<file path="src/rtl/bram_arb_pkg.sv">
// Shared definitions for the two-requester BRAM arbiter.
// Holds the grant index constants, the default RAM geometry and the command
// payload struct used to carry one requester's command through the mux.
package bram_arb_pkg;

    localparam int unsigned ARB_DATA_W = 8;
    localparam int unsigned ARB_ADDR_W = 8;

    localparam logic REQ0 = 1'b0;
    localparam logic REQ1 = 1'b1;

    // One requester command as presented to the shared RAM.
    typedef struct packed {
        logic                  write;
        logic [ARB_ADDR_W-1:0] address;
        logic [ARB_DATA_W-1:0] wdata;
    } arb_cmd_t;

endpackage

</file>
<file path="src/rtl/bram.sv">
// Single-port, read-first block RAM with clock enable.
// Ports:
//   clock        rising-edge clock
//   ram_enable   access enable; no state changes when low
//   write_enable 1 = write input_data to address (old word still read out)
//   address      word address
//   input_data   write data
//   output_data  registered read data; no reset, undefined until first access
module bram #(
    parameter int unsigned RAM_WIDTH     = 8,
    parameter int unsigned RAM_ADDR_BITS = 8
) (
    input  logic                     clock,
    input  logic                     ram_enable,
    input  logic                     write_enable,
    input  logic [RAM_ADDR_BITS-1:0] address,
    input  logic [RAM_WIDTH-1:0]     input_data,
    output logic [RAM_WIDTH-1:0]     output_data
);

    localparam int unsigned DEPTH = 1 << RAM_ADDR_BITS;

    logic [RAM_WIDTH-1:0] mem [DEPTH];

    // Read-first: output_data captures the word before any write lands.
    always_ff @(posedge clock) begin
        if (ram_enable) begin
            if (write_enable) begin
                mem[address] <= input_data;
            end
            output_data <= mem[address];
        end
    end

endmodule

</file>
<file path="src/rtl/bram_arbiter.sv">
// Two-requester round-robin arbiter in front of one single-port bram.
// Ports:
//   clock, reset_n          clock and asynchronous active-low reset
//   reqN_valid/write        command present / 1 = write
//   reqN_address/wdata      command fields, held stable while waiting
//   reqN_ready              combinational grant for requester N
//   reqN_rvalid/rdata       read return, one cycle after an accepted read
module bram_arbiter
    import bram_arb_pkg::*;
#(
    parameter int unsigned RAM_WIDTH     = ARB_DATA_W,
    parameter int unsigned RAM_ADDR_BITS = ARB_ADDR_W
) (
    input  logic                     clock,
    input  logic                     reset_n,

    input  logic                     req0_valid,
    input  logic                     req0_write,
    input  logic [RAM_ADDR_BITS-1:0] req0_address,
    input  logic [RAM_WIDTH-1:0]     req0_wdata,
    output logic                     req0_ready,
    output logic                     req0_rvalid,
    output logic [RAM_WIDTH-1:0]     req0_rdata,

    input  logic                     req1_valid,
    input  logic                     req1_write,
    input  logic [RAM_ADDR_BITS-1:0] req1_address,
    input  logic [RAM_WIDTH-1:0]     req1_wdata,
    output logic                     req1_ready,
    output logic                     req1_rvalid,
    output logic [RAM_WIDTH-1:0]     req1_rdata
);

    logic       last_grant;
    logic [1:0] rd_pend;

    logic       grant0_c;
    logic       grant1_c;

    arb_cmd_t   cmd0_c;
    arb_cmd_t   cmd1_c;
    arb_cmd_t   sel_cmd_c;

    logic                     ram_enable_c;
    logic                     write_enable_c;
    logic [RAM_ADDR_BITS-1:0] address_c;
    logic [RAM_WIDTH-1:0]     input_data_c;
    logic [RAM_WIDTH-1:0]     output_data;

    // Grant: a lone requester always wins; on contention the one that did
    // not win last time gets the RAM.
    always_comb begin
        grant0_c = 1'b0;
        grant1_c = 1'b0;
        if (req0_valid && req1_valid) begin
            if (last_grant == REQ1) begin
                grant0_c = 1'b1;
            end else begin
                grant1_c = 1'b1;
            end
        end else begin
            grant0_c = req0_valid;
            grant1_c = req1_valid;
        end
    end

    // Pack each requester's command into the shared payload format.
    always_comb begin
        cmd0_c = '{write:   req0_write,
                   address: ARB_ADDR_W'(req0_address),
                   wdata:   ARB_DATA_W'(req0_wdata)};
        cmd1_c = '{write:   req1_write,
                   address: ARB_ADDR_W'(req1_address),
                   wdata:   ARB_DATA_W'(req1_wdata)};
    end

    // RAM-side mux; address/data are forced to 0 on idle cycles.
    always_comb begin
        sel_cmd_c      = '0;
        ram_enable_c   = 1'b0;
        write_enable_c = 1'b0;
        address_c      = '0;
        input_data_c   = '0;
        if (grant0_c) begin
            sel_cmd_c = cmd0_c;
        end else if (grant1_c) begin
            sel_cmd_c = cmd1_c;
        end
        if (grant0_c || grant1_c) begin
            ram_enable_c   = 1'b1;
            write_enable_c = sel_cmd_c.write;
            address_c      = RAM_ADDR_BITS'(sel_cmd_c.address);
            input_data_c   = RAM_WIDTH'(sel_cmd_c.wdata);
        end
    end

    // Priority state: remembers the most recent winner, held while idle.
    always_ff @(posedge clock or negedge reset_n) begin
        if (!reset_n) begin
            last_grant <= REQ1;
        end else if (grant1_c) begin
            last_grant <= REQ1;
        end else if (grant0_c) begin
            last_grant <= REQ0;
        end
    end

    // Read return tags: marks which requester owns next cycle's output_data.
    always_ff @(posedge clock or negedge reset_n) begin
        if (!reset_n) begin
            rd_pend <= 2'b00;
        end else begin
            rd_pend <= {grant1_c & ~req1_write, grant0_c & ~req0_write};
        end
    end

    assign req0_ready  = grant0_c;
    assign req1_ready  = grant1_c;
    assign req0_rvalid = rd_pend[0];
    assign req1_rvalid = rd_pend[1];
    assign req0_rdata  = output_data;
    assign req1_rdata  = output_data;

    bram #(
        .RAM_WIDTH     (RAM_WIDTH),
        .RAM_ADDR_BITS (RAM_ADDR_BITS)
    ) u_ram (
        .clock        (clock),
        .ram_enable   (ram_enable_c),
        .write_enable (write_enable_c),
        .address      (address_c),
        .input_data   (input_data_c),
        .output_data  (output_data)
    );

endmodule

</file>
<file path="config.mk">
export PLATFORM = sky130hd
export DESIGN_NAME = bram_arbiter
export DESIGN_NICKNAME = d
export VERILOG_FILES = /design/src/rtl/bram_arb_pkg.sv /design/src/rtl/bram.sv /design/src/rtl/bram_arbiter.sv
export SDC_FILE = /design/constraint.sdc
export NUM_CORES = 2
export LEC_CHECK = 0
export CAP_MARGIN = 20
export CORE_MARGIN = 4
export CORE_UTILIZATION = 48
export CTS_CLUSTER_DIAMETER = 100
export DETAILED_ROUTE_END_ITERATION = 10
export PLACE_DENSITY = 0.71
export SLEW_MARGIN = 0
export SYNTH_ARGS = -nofsm -noshare
export SYNTH_HDL_FRONTEND = slang
export SYNTH_SLANG_ARGS = --single-unit
</file>
<file path="constraint.sdc">
create_clock -name clock -period 7.69 [get_ports clock]
set_clock_uncertainty 0.05 [all_clocks]
set_input_delay 1.538 -clock clock [delete_from_list [all_inputs] [get_ports clock]]
set_output_delay 1.538 -clock clock [all_outputs]
set_load 0.02 [all_outputs]
</file>
==> impl_results.rst <==
.. list-table::
   :header-rows: 1

   * - Metric
     - Value
   * - Count of distinct cell types in the synthesized netlist
     - 61
   * - Share of cells above drive strength 1
     - 0.0800
   * - Antenna violation net count after detailed routing
     - 0
   * - Clk root buf
     - sky130_fd_sc_hd__clkbuf_16
   * - Worst slack at placement
     - 0.747 ns
   * - Cells resized by post-CTS repair
     - 0
   * - Power spent charging and discharging nets
     - 6.43 mW
   * - Clk slew on worst S/H paths
     - 0.06 ns
   * - Final weighted congestion in routability-driven placement
     - 1.00
   * - Worst R2R Start
     - last_grant$_DFFE_PN1P_
   * - Total setup buffers inserted after CTS
     - 0
   * - Outcome
     - complete, no violations
   * - Fin. Hold Viols
     - 0
   * - Overall die area
     - ~180000 um^2
   * - Maximum level of the CTS H-tree
     - 4
   * - WS Path Type
     - input port to flip-flop
   * - Total Nets Final
     - 6397
   * - Hold path endpoint
     - last_grant$_DFFE_PN1P_
   * - Library cell with the largest summed area after synthesis
     - sky130_fd_sc_hd__edfxtp_1
   * - Hold-critical path depth
     - 2
   * - DR vias/cell
     - 6.45
   * - Final period utilization
     - 0.843
   * - Hold wc startpoint
     - last_grant$_DFFE_PN1P_
   * - Vertical extent of the die
     - approximately 420 um
   * - Portion of synthesized cell area occupied by the leading cell type
     - 0.743
   * - Endpoint of the worst register-to-register path
     - u_ram.output_data[7]$_DFFE_PP_
   * - Data required time of the critical path
     - 8.36 ns
   * - Post-route DRC violation count
     - 0
   * - Core area
     - around 170000 um^2
   * - Internal power
     - 18.6 mW
   * - Leak
     - approximately 31 nW
   * - Tightest Pin Transition
     - 1.29 ns
   * - CTS tree
     - done
   * - Register area share after synthesis
     - 0.744
   * - Power per Cell Area
     - approximately 270 nW/um^2
   * - Portion of total power attributed to combinational logic
     - 0.112
   * - Cells on worst reg2reg path
     - 10
   * - Largest cells by area after synthesis
     - sky130_fd_sc_hd__edfxtp_1, sky130_fd_sc_hd__nand2_1, sky130_fd_sc_hd__nand3_1
   * - Min Clock Period, post-route
     - 6.49 ns
   * - Largest voltage drop on the vdd net
     - 0.000255 V
   * - Warnings from Yosys
     - 0
   * - Launch point of the worst path
     - req0_valid
   * - Cells after synthesis
     - 6353
   * - Number of vias after detailed routing
     - 56988
   * - Worst path slowest cell
     - sky130_fd_sc_hd__o41ai_1
   * - Detailed-routing iteration count for the pre-antenna-repair pass
     - 8
   * - Dpl hpwl
     - 161 mm
   * - Register share of total power
     - 0.505
   * - IO Pins
     - 58
   * - Ordered list of cells on the worst path
     - clkdlybuf4s50_1 > and2_2 > a22o_4 > buf_12 > buf_4 > nand3_1 > o22ai_1 > a2111oi_0 > o41ai_1 > nand4b_1
   * - Floorplan row count
     - 152
   * - Peak per-stage delay on the critical path
     - 1.09 ns
   * - Clock tree buffer depth
     - 3
   * - Clock share of power
     - 0.383
   * - CTS sink count
     - roughly 2100
   * - Number of antenna violations at the first check in global routing
     - 15
   * - Critical Path Fanout Max
     - 64
   * - Data arrival time of the critical path
     - between 7 and 8 ns
   * - Netlist area before placement
     - 83100 um^2
   * - First-pass GRT wire length
     - approximately 380 mm
   * - Source-to-sink clock delay at the later pin of the worst-skew pair
     - 0.86 ns
   * - Final setup vio count
     - 0
   * - Initial core utilization
     - 0.483
   * - Setup slack of the critical path after layout
     - 1.20 ns
   * - Synth async-reset ratio
     - 0.00146
   * - Average instance area after synthesis
     - 13.1 um^2
   * - Slew Viols, Final
     - 0
   * - CP Capture Type
     - flip-flop
   * - Pin count of the biggest net entering global routing
     - 149
   * - Area growth from synthesis to layout
     - 12.0%
   * - Net count after synthesis
     - 6391
   * - Number of maximum-capacitance constraint violations
     - 0
   * - Number of flops mapped to enable cells by yosys
     - slightly above 2000
   * - Setup repair after global routing missed its margin
     - false
   * - TNS Setup
     - 0 ns
   * - Tot GR Track Use
     - 0.286
   * - Top FF cell, synth
     - sky130_fd_sc_hd__edfxtp_1
   * - Commonest non-fill, non-tap cell in the layout
     - sky130_fd_sc_hd__edfxtp_1
   * - Commonest non-fill, non-tap cells in the layout
     - sky130_fd_sc_hd__edfxtp_1, sky130_fd_sc_hd__nand2_1, sky130_fd_sc_hd__nand3_1
   * - Maximum clock rate
     - 0.154 GHz
   * - GRT overflow
     - 0
   * - Synthesized flop and latch total
     - 2059
   * - DRC violation total after the first TritonRoute iteration
     - ~11000
   * - Die boundary width
     - 424 um
   * - Total Wirelength
     - 263 mm
   * - Number of buffers added on ports
     - 57
   * - Average routed wire per standard cell
     - 29.7 um
   * - Critical path launch point type
     - input port
   * - Hold/Removal Path Class
     - flip-flop to flip-flop
   * - Switching fraction of total power
     - 0.257
   * - Hold buffers post-CTS
     - 0
   * - Number of global-route vias before repair
     - between 50000 and 60000
   * - Number of buffers added by the clock tree synthesis step
     - between 200 and 250
   * - Rel. slew slack
     - 0.141
   * - Flop-to-flop setup slack
     - 1.80 ns
stage by stage:
stage | total power, mW | instances | instance area [um^2] | utilization | hold slack (ns)
after global routing | 25.6 | 8826 | 93000 | 0.541 | 0.524
after floorplan | 14.4 | 6353 | 83100 | - | 0.425
after global placement | 15.5 | 8452 | 86500 | 0.503 | 0.435
after detailed placement | 15.5 | 8460 | 86600 | 0.504 | 0.470
final | 25.0 | 8837 | 93000 | 0.541 | 0.477
after CTS | 24.9 | 8814 | 92900 | 0.541 | 0.471
registers in the layout, indices dropped and copies added, names as in the netlist:
| register | cells |
|---|---|
| u_ram.output_data | 8 |
| last_grant | 1 |
| rd_pend | 2 |
| u_ram.mem | 2048 |
power groups by stage:
stage / Sequential (mW) / Clock, mW / Combinational [mW]
after global routing: 12.6 / 10.1 / 2.89
after floorplan: 12.9 / 0 / 1.49
final: 12.6 / 9.57 / 2.81
after detailed placement: 12.9 / 0 / 2.69
after CTS: 12.6 / 9.59 / 2.70
after global placement: 12.9 / 0 / 2.66
layer usage:
layer  up-vias  global-route usage  routed length [um]
met5         -             0.00914                 275
met4        12               0.167               17800
met3       864              0.0882               38900
met2      4784               0.411              114000
met1     27764               0.385               91900
li1      23564                   -                   -
worst max path at each step:
stage / end / slack (ns)
detailed placement: u_ram.output_data[4]$_DFFE_PP_ / 0.75
finish: u_ram.output_data[7]$_DFFE_PP_ / 1.20
floorplan: u_ram.mem[0][0]$_DFFE_PP_ / 0.54
global placement: u_ram.output_data[7]$_DFFE_PP_ / 0.79
CTS: u_ram.output_data[7]$_DFFE_PP_ / 1.64
global route: u_ram.output_data[7]$_DFFE_PP_ / 1.29
cell usage after synthesis (14+ instances only):
cell	number
sky130_fd_sc_hd__a21oi_1	38
sky130_fd_sc_hd__a31oi_1	130
sky130_fd_sc_hd__inv_1	30
sky130_fd_sc_hd__buf_1	44
sky130_fd_sc_hd__a311oi_1	146
sky130_fd_sc_hd__nor3_1	17
sky130_fd_sc_hd__nor4_1	16
sky130_fd_sc_hd__a32oi_1	53
sky130_fd_sc_hd__o21ai_0	19
sky130_fd_sc_hd__nand4_1	82
sky130_fd_sc_hd__buf_4	25
sky130_fd_sc_hd__and3_1	133
sky130_fd_sc_hd__edfxtp_1	2056
sky130_fd_sc_hd__mux2i_1	124
sky130_fd_sc_hd__a211oi_1	42
sky130_fd_sc_hd__nor2_1	307
sky130_fd_sc_hd__o22ai_1	37
sky130_fd_sc_hd__clkbuf_1	99
sky130_fd_sc_hd__a2111oi_0	14
sky130_fd_sc_hd__nand2_1	1827
sky130_fd_sc_hd__nand3_1	692
sky130_fd_sc_hd__a221oi_1	31
sky130_fd_sc_hd__buf_2	280
cells by family (layout without fill, tap and decap cells):
group,Yosys count,count (layout),share of synthesized area
buf+inv,485,642,0.0279
compound gates,590,590,0.0546
other cells,0,17,0
mux,124,124,0.0149
simple gates,3095,3095,0.158
flops,2059,2059,0.744
area by class of cell:
cell class / instances / area (um^2)
clock buffer: 248 / 5260
timing repair buffer: 258 / 2690
multi-input combinational: 3809 / 19200
inverter: 30 / 113
antenna: 17 / 42.5
clock inverter: 106 / 1060
sequential: 2059 / 61800
fill: 13704 / 78900
tap: 2310 / 2890
critical path: cells and delay by family:
family	cells	cell delay (ns)
buffers and inverters	3	1.76
AO/OA/AOI/OAI	4	2.56
AND/OR/NAND/NOR	3	1.22
No activity file was read; power rests on OpenSTA's default activity.
